**config.mk**
```make
export PLATFORM = sky130hd
export DESIGN_NAME = inf_nec_tx
export DESIGN_NICKNAME = d
export VERILOG_FILES = /design/src/rtl/inf_nec_tx.sv
export SDC_FILE = /design/constraint.sdc
export NUM_CORES = 1
export LEC_CHECK = 0
export ABC_AREA = 1
export CAP_MARGIN = 10
export CORE_UTILIZATION = 45
export DETAILED_ROUTE_END_ITERATION = 7
export GPL_TIMING_DRIVEN = 0
export PLACE_DENSITY = 0.71
export SKIP_LAST_GASP = 1
export SLEW_MARGIN = 20
export SYNTH_ARGS = -nofsm -noshare
export SYNTH_HDL_FRONTEND = slang
export SYNTH_SLANG_ARGS = --single-unit
```
**constraint.sdc**
```tcl
create_clock -name i_sys_clk -period 4.8 [get_ports i_sys_clk]
set_input_delay 0.96 -clock i_sys_clk [delete_from_list [all_inputs] [get_ports i_sys_clk]]
set_output_delay 0.96 -clock i_sys_clk [all_outputs]
set_load 0.01 [all_outputs]
```
**src/rtl/inf_nec_tx.sv**
```systemverilog
// inf_nec_tx: NEC infrared frame generator.
// Sends a full frame (lead, 32 data bits LSB first from {~data, data, ~addr, addr},
// stop bit, guard gap) or an NEC repeat code. o_inf_out is the active-low baseband
// level seen by the receiver: idle high, bursts low.
// Optional macro NEC_CARRIER_EN adds o_ir_tx, the carrier-modulated LED drive.
// Segment lengths default to NEC timing; they are parameters so that benches
// can run scaled-down frames.
//
// state  | meaning
// IDLE   | waiting for start / rpt_req, o_inf_out high
// LEAD_L | 9 ms lead burst, low
// LEAD_H | lead space, 4.5 ms (frame) or 2.25 ms (repeat), high
// BIT_L  | 560 us data burst, low
// BIT_H  | data space, 560 us for 0 or 1690 us for 1, high
// STOP_L | 560 us stop burst, low
// GAP    | idle-high guard after the stop bit
module inf_nec_tx #(
  parameter int unsigned CLK_FREQ_HZ = 50_000_000,
  parameter int unsigned GAP_US      = 40_000,
  parameter int unsigned CARRIER_HZ  = 38_000,
  parameter int unsigned LEAD_L_US   = 9000,
  parameter int unsigned LEAD_H_US   = 4500,
  parameter int unsigned RPT_H_US    = 2250,
  parameter int unsigned BIT_L_US    = 560,
  parameter int unsigned ZERO_H_US   = 560,
  parameter int unsigned ONE_H_US    = 1690,
  parameter int unsigned STOP_L_US   = 560
) (
  input  logic       i_sys_clk,
  input  logic       i_sys_rst,
  input  logic       i_start,
  input  logic       i_rpt_req,
  input  logic [7:0] i_addr,
  input  logic [7:0] i_data,
  output logic       o_inf_out,
  output logic       o_busy,
`ifdef NEC_CARRIER_EN
  output logic       o_ir_tx,
`endif
  output logic       o_done
);

  localparam logic [2:0] S_IDLE   = 3'd0;
  localparam logic [2:0] S_LEAD_L = 3'd1;
  localparam logic [2:0] S_LEAD_H = 3'd2;
  localparam logic [2:0] S_BIT_L  = 3'd3;
  localparam logic [2:0] S_BIT_H  = 3'd4;
  localparam logic [2:0] S_STOP_L = 3'd5;
  localparam logic [2:0] S_GAP    = 3'd6;

  localparam logic [31:0] DIV_RLD = 32'(CLK_FREQ_HZ / 1_000_000 - 1);

  // The timebase needs at least one cycle per microsecond and the carrier
  // needs at least one cycle per half period.
  if (CLK_FREQ_HZ < 1_000_000 || CARRIER_HZ == 0 || CLK_FREQ_HZ < 2 * CARRIER_HZ) begin : g_cfg_err
    $error("inf_nec_tx: invalid clock/carrier configuration");
  end

  logic [2:0]  r_state;
  logic [31:0] r_div;
  logic [31:0] r_us_left;
  logic [31:0] r_sh;
  logic [4:0]  r_bit;
  logic        r_is_rpt;
  logic        r_rpt_ok;

  logic [2:0]  w_nxt_state;
  logic [31:0] w_nxt_len;
  logic        w_tick;
  logic        w_seg_end;
  logic        w_accept_frm;
  logic        w_accept_rpt;
  logic        w_enter;
  logic        w_nxt_low;

  assign w_tick       = (r_state != S_IDLE) && (r_div == '0);
  assign w_seg_end    = w_tick && (r_us_left == '0);
  // start has priority over rpt_req; requests outside IDLE are simply dropped.
  assign w_accept_frm = (r_state == S_IDLE) && i_start;
  assign w_accept_rpt = (r_state == S_IDLE) && !i_start && i_rpt_req && r_rpt_ok;
  assign w_enter      = (w_nxt_state != r_state);
  assign w_nxt_low    = (w_nxt_state == S_LEAD_L) || (w_nxt_state == S_BIT_L) ||
                        (w_nxt_state == S_STOP_L);

  // Next state and the length (in us) of the segment being entered.
  always_comb begin
    w_nxt_state = r_state;
    w_nxt_len   = '0;
    case (r_state)
      S_IDLE: if (w_accept_frm || w_accept_rpt) begin
        w_nxt_state = S_LEAD_L;
        w_nxt_len   = LEAD_L_US;
      end
      S_LEAD_L: if (w_seg_end) begin
        w_nxt_state = S_LEAD_H;
        w_nxt_len   = r_is_rpt ? RPT_H_US : LEAD_H_US;
      end
      S_LEAD_H: if (w_seg_end) begin
        w_nxt_state = r_is_rpt ? S_STOP_L : S_BIT_L;
        w_nxt_len   = r_is_rpt ? STOP_L_US : BIT_L_US;
      end
      S_BIT_L: if (w_seg_end) begin
        w_nxt_state = S_BIT_H;
        w_nxt_len   = r_sh[0] ? ONE_H_US : ZERO_H_US;
      end
      S_BIT_H: if (w_seg_end) begin
        w_nxt_state = (r_bit == 5'd31) ? S_STOP_L : S_BIT_L;
        w_nxt_len   = (r_bit == 5'd31) ? STOP_L_US : BIT_L_US;
      end
      S_STOP_L: if (w_seg_end) begin
        w_nxt_state = S_GAP;
        w_nxt_len   = GAP_US;
      end
      S_GAP: if (w_seg_end) begin
        w_nxt_state = S_IDLE;
      end
      default: w_nxt_state = S_IDLE;
    endcase
  end

  // FSM, segment timers, payload shifter and registered outputs.
  always_ff @(posedge i_sys_clk) begin
    if (i_sys_rst) begin
      r_state   <= S_IDLE;
      r_div     <= '0;
      r_us_left <= '0;
      r_sh      <= '0;
      r_bit     <= '0;
      r_is_rpt  <= 1'b0;
      r_rpt_ok  <= 1'b0;
      o_inf_out <= 1'b1;
      o_busy    <= 1'b0;
      o_done    <= 1'b0;
    end else begin
      r_state   <= w_nxt_state;
      o_inf_out <= !w_nxt_low;
      o_busy    <= (w_nxt_state != S_IDLE);
      o_done    <= (r_state == S_GAP) && w_seg_end;

      if (w_enter) begin
        r_div     <= (w_nxt_state == S_IDLE) ? '0 : DIV_RLD;
        r_us_left <= (w_nxt_state == S_IDLE) ? '0 : w_nxt_len - 32'd1;
      end else if (r_state != S_IDLE) begin
        if (w_tick) begin
          r_div <= DIV_RLD;
          if (r_us_left != '0) r_us_left <= r_us_left - 32'd1;
        end else begin
          r_div <= r_div - 32'd1;
        end
      end

      if (w_accept_frm) begin
        r_sh     <= {~i_data, i_data, ~i_addr, i_addr};
        r_bit    <= '0;
        r_is_rpt <= 1'b0;
      end else if (w_accept_rpt) begin
        r_is_rpt <= 1'b1;
      end

      if ((r_state == S_BIT_H) && w_seg_end) begin
        r_sh  <= {1'b0, r_sh[31:1]};
        r_bit <= r_bit + 5'd1;
      end

      // A repeat code is only meaningful after a full frame has gone out.
      if ((r_state == S_STOP_L) && w_seg_end && !r_is_rpt) r_rpt_ok <= 1'b1;
    end
  end

`ifdef NEC_CARRIER_EN
  localparam logic [31:0] CAR_RLD = 32'(CLK_FREQ_HZ / (2 * CARRIER_HZ) - 1);

  logic [31:0] r_car;

  // Carrier: restarts high at each low-segment entry, silent while inf_out is high.
  always_ff @(posedge i_sys_clk) begin
    if (i_sys_rst) begin
      o_ir_tx <= 1'b0;
      r_car   <= '0;
    end else if (!w_nxt_low) begin
      o_ir_tx <= 1'b0;
      r_car   <= '0;
    end else if (w_enter) begin
      o_ir_tx <= 1'b1;
      r_car   <= CAR_RLD;
    end else if (r_car == '0) begin
      o_ir_tx <= ~o_ir_tx;
      r_car   <= CAR_RLD;
    end else begin
      r_car <= r_car - 32'd1;
    end
  end
`else
  // Baseband-only build: no carrier divider.
`endif

endmodule
```
==> run metrics <==
status finished, final reports clean; count of cell types in the netlist 40; critical path class input pin to flip-flop; CTS resizes 0; clock tree sinks between 100 and 150; post-synth top area cell dfxtp_1; CTS tree done; final setup violating endpoints 0; H-tree levels 3; Critical-path top delay cell clkdlybuf4s50_1; Root Driver clkbuf_16; # diodes 0; post-route antenna net violation count 0; drt initial violations about 350; CP Max Fanout 9; most used routing layer met2; Slew headroom 0.4776; area of the core ~14,000 µm²; Setup Skew about 0.014 ns; met3 Use GR 0.03903; Cell Pwr Density between 400 and 500 nW/µm²; Buf/Inv on CP 4; Synth area leaders dfxtp_1 33%, nand2_1 16%, nor2_1 11%; GR Overflow Total 0; Setup Buffers After CTS 0; Max Cap Viol 0; estimated wirelength of the detail-placed design about 12,000 µm; first-pass GRT wire length 27,320 µm; RD Place Congestion between 0.9 and 1; Die Height 122.8 µm; Avg WL per Cell 12.99 µm; RSZ-0062 raised after global routing no; setup TNS 0 ns; I/O pin count 23; min cycle time layout about 3.1 ns; Post-Syn Nets about 1.1k; Yosys warnings 0; CP arrival 3.42 ns; area growth from synthesis to layout 11.54%; die area ~15,000 µm²; met2 Use GR 0.3887; number of synthesized register bits between 100 and 150; chip width 122.8 µm; count of final max-slew check failures 0; 1st-pass router iterations 6; final-report hold violation count 0; synthesized cell area 6570 µm²; DRC viols 0; Peak VDD IR 199.9 µV; starting density of the core 0.4679; clock buffer depth 2; share of cells above drive strength 1 0.07110; most used cell along the critical path nor2_1; FP Rows 43; CP required just over 5 ns; Cells after Synth 1,045; largest net degree at the start of global routing 23; Peak Freq around 320 MHz; sequential share of the synthesized area 0.3321; Critical Path End Type flip-flop; Synth top area share 0.3321; Hold Crit Class flip-flop to flip-flop; antenna violations before repair 0; Port Buffers 22; Top delay family on crit path simple AND/OR/NAND/NOR gates; gr usage total 0.2292; Worst-Margin Slew 0.7764 ns; vias per cell between 5 and 6; CP Cell Sequence clkdlybuf4s50_1 -> inv_1 -> nand3_1 -> nor2_1 -> nor2_1 -> inv_1 -> a21oi_1 -> nand3_1 -> nor2_1 -> ha_1 -> inv_1 -> nand2_1 -> nand2_1 -> nor2_1 -> nor2_1; final hold slack approximately 0.47 ns; vias in the first global route around 5.8k; crit-path max cell delay between 0.4 and 0.5 ns; Post-layout nets roughly 1.1k; clock latency on the worst-skew pair ~0.37 ns; average cell area after synthesis 6.287 µm²; met1 Usage GRT 0.2888; CTS Buf Count 9; Lkg Pwr 3.411 nW; fin crit share 0.6514; crit path launch type input pin; Clk pin slew, worst setup/hold paths around 0.08 ns; hold buffers post-CTS 0; Routed WL approximately 16,000 µm; vias approximately 6.5k
==> registers in the layout, indices dropped and copies added, names as in the netlist, 3 cells and up <==
signal	count
r_state	3
r_us_left	32
r_bit	5
r_sh	32
r_div	32
==> layer usage <==
layer  routed length (µm)  share of wire
met2                 7853           0.48
met1                 7575           0.46
met3                  630          0.038
met5                    0              0
met4                  344          0.021
==> per-stage QoR <==
step                      instances  utilization  power (mW)  setup WS (ns)  area [µm²]
after floorplan                1045            -       1.980          2.286        6570
after global placement         1247       0.4996       2.215          1.373        7015
after detailed placement       1247       0.4996       2.228          1.310        7015
after CTS                      1263       0.5219       3.016          1.670        7328
after global routing           1263       0.5219       3.220          1.339        7328
final                          1263       0.5219       2.996          1.673        7328
==> cell usage after synthesis <==
cell type / instances
nand2_1: 273
nor2_1: 201
dfxtp_1: 109
inv_1: 109
nand3_1: 72
nand4_1: 37
xor2_1: 33
a21oi_1: 28
o21ai_0: 24
nor2_2: 22
clkbuf_1: 19
a31oi_1: 15
o211ai_1: 14
nor3_1: 13
buf_2: 12
nor4_1: 10
ha_1: 8
buf_1: 4
inv_2: 4
nand2_2: 4
nor2_4: 4
clkinv_1: 3
nand2_4: 3
or2_2: 3
buf_4: 2
nand3_4: 2
nor3b_1: 2
o21ai_1: 2
xnor2_1: 2
and2_1: 1
and3_1: 1
buf_6: 1
nand3_2: 1
nand3b_1: 1
nand4_2: 1
nor2_8: 1
o2111ai_1: 1
o21ai_2: 1
o21bai_1: 1
o31ai_1: 1
==> cells by family after synthesis <==
family,after synthesis,synth area share
AO/OA/AOI/OAI,87,0.07637
XOR/XNOR,35,0.04666
adder cells (fa/ha/maj),8,0.01524
buffers and inverters,154,0.09255
flip-flops,109,0.3321
AND/OR/NAND/NOR,652,0.4371
==> final timing paths <==
kind / start / endpoint / slack, ns / cells after the start
worst min register to register: r_bit[4] / r_bit[4] / 0.47 / 2
worst max register to register: r_div[0] / r_us_left[15] / 1.79 / 22
worst max-delay path: i_start / r_us_left[15] / 1.67 / 15
worst min-delay path: r_bit[4] / r_bit[4] / 0.47 / 2
==> cell usage in the layout, fill, tap and decap left out, types with 4 or more instances in the layout <==
cell type	count
nor4_1	10
xor2_1	33
o21ai_0	24
inv_1	109
nand2_1	273
nor3_1	13
nand3_1	72
nor2_2	22
buf_1	4
nand2_2	4
a31oi_1	15
clkdlybuf4s50_1	22
inv_2	4
nor2_1	201
nand4_1	37
dfxtp_1	109
clkbuf_1	19
ha_1	8
buf_2	12
o211ai_1	14
a21oi_1	28
clkbuf_16	9
nor2_4	4
==> power breakdown <==
group	total, mW	leakage (nW)	internal (mW)	switching, mW
registers	1.10	0.894	1.01	0.0895
logic	1.12	2.37	0.393	0.728
clock network	0.779	0.148	0.376	0.403
==> worst reg2reg max path, cell delays in order, from the launching register on <==
cell and delay (ns):
dfxtp_1 0.32, inv_1 0.11, ha_1 0.19, inv_1 0.05, nor2_1 0.08, nand2_1 0.05, nor2_1 0.21, nand3_2 0.12
nor2_4 0.20, nand2_4 0.13, nor2_1 0.26, nand2_1 0.11, nand2_1 0.07, inv_1 0.06, ha_1 0.21, inv_1 0.08
nor2_1 0.05, ha_1 0.28, inv_1 0.03, nand2_1 0.09, nand2_1 0.07, nor2_1 0.08, nor2_1 0.05
==> final cells by class <==
class | count | area (µm²)
multi-input cells | 782 | 3780
inverters | 116 | 435.4
clock inverters | 7 | 87.58
repair buffers | 22 | 220.2
plain buffers | 38 | 172.7
well taps | 180 | 225.2
clock buffers | 9 | 225.2
fillers | 1431 | 6714
flip-flops and latches | 109 | 2182
(Power assumes the default switching activity.)
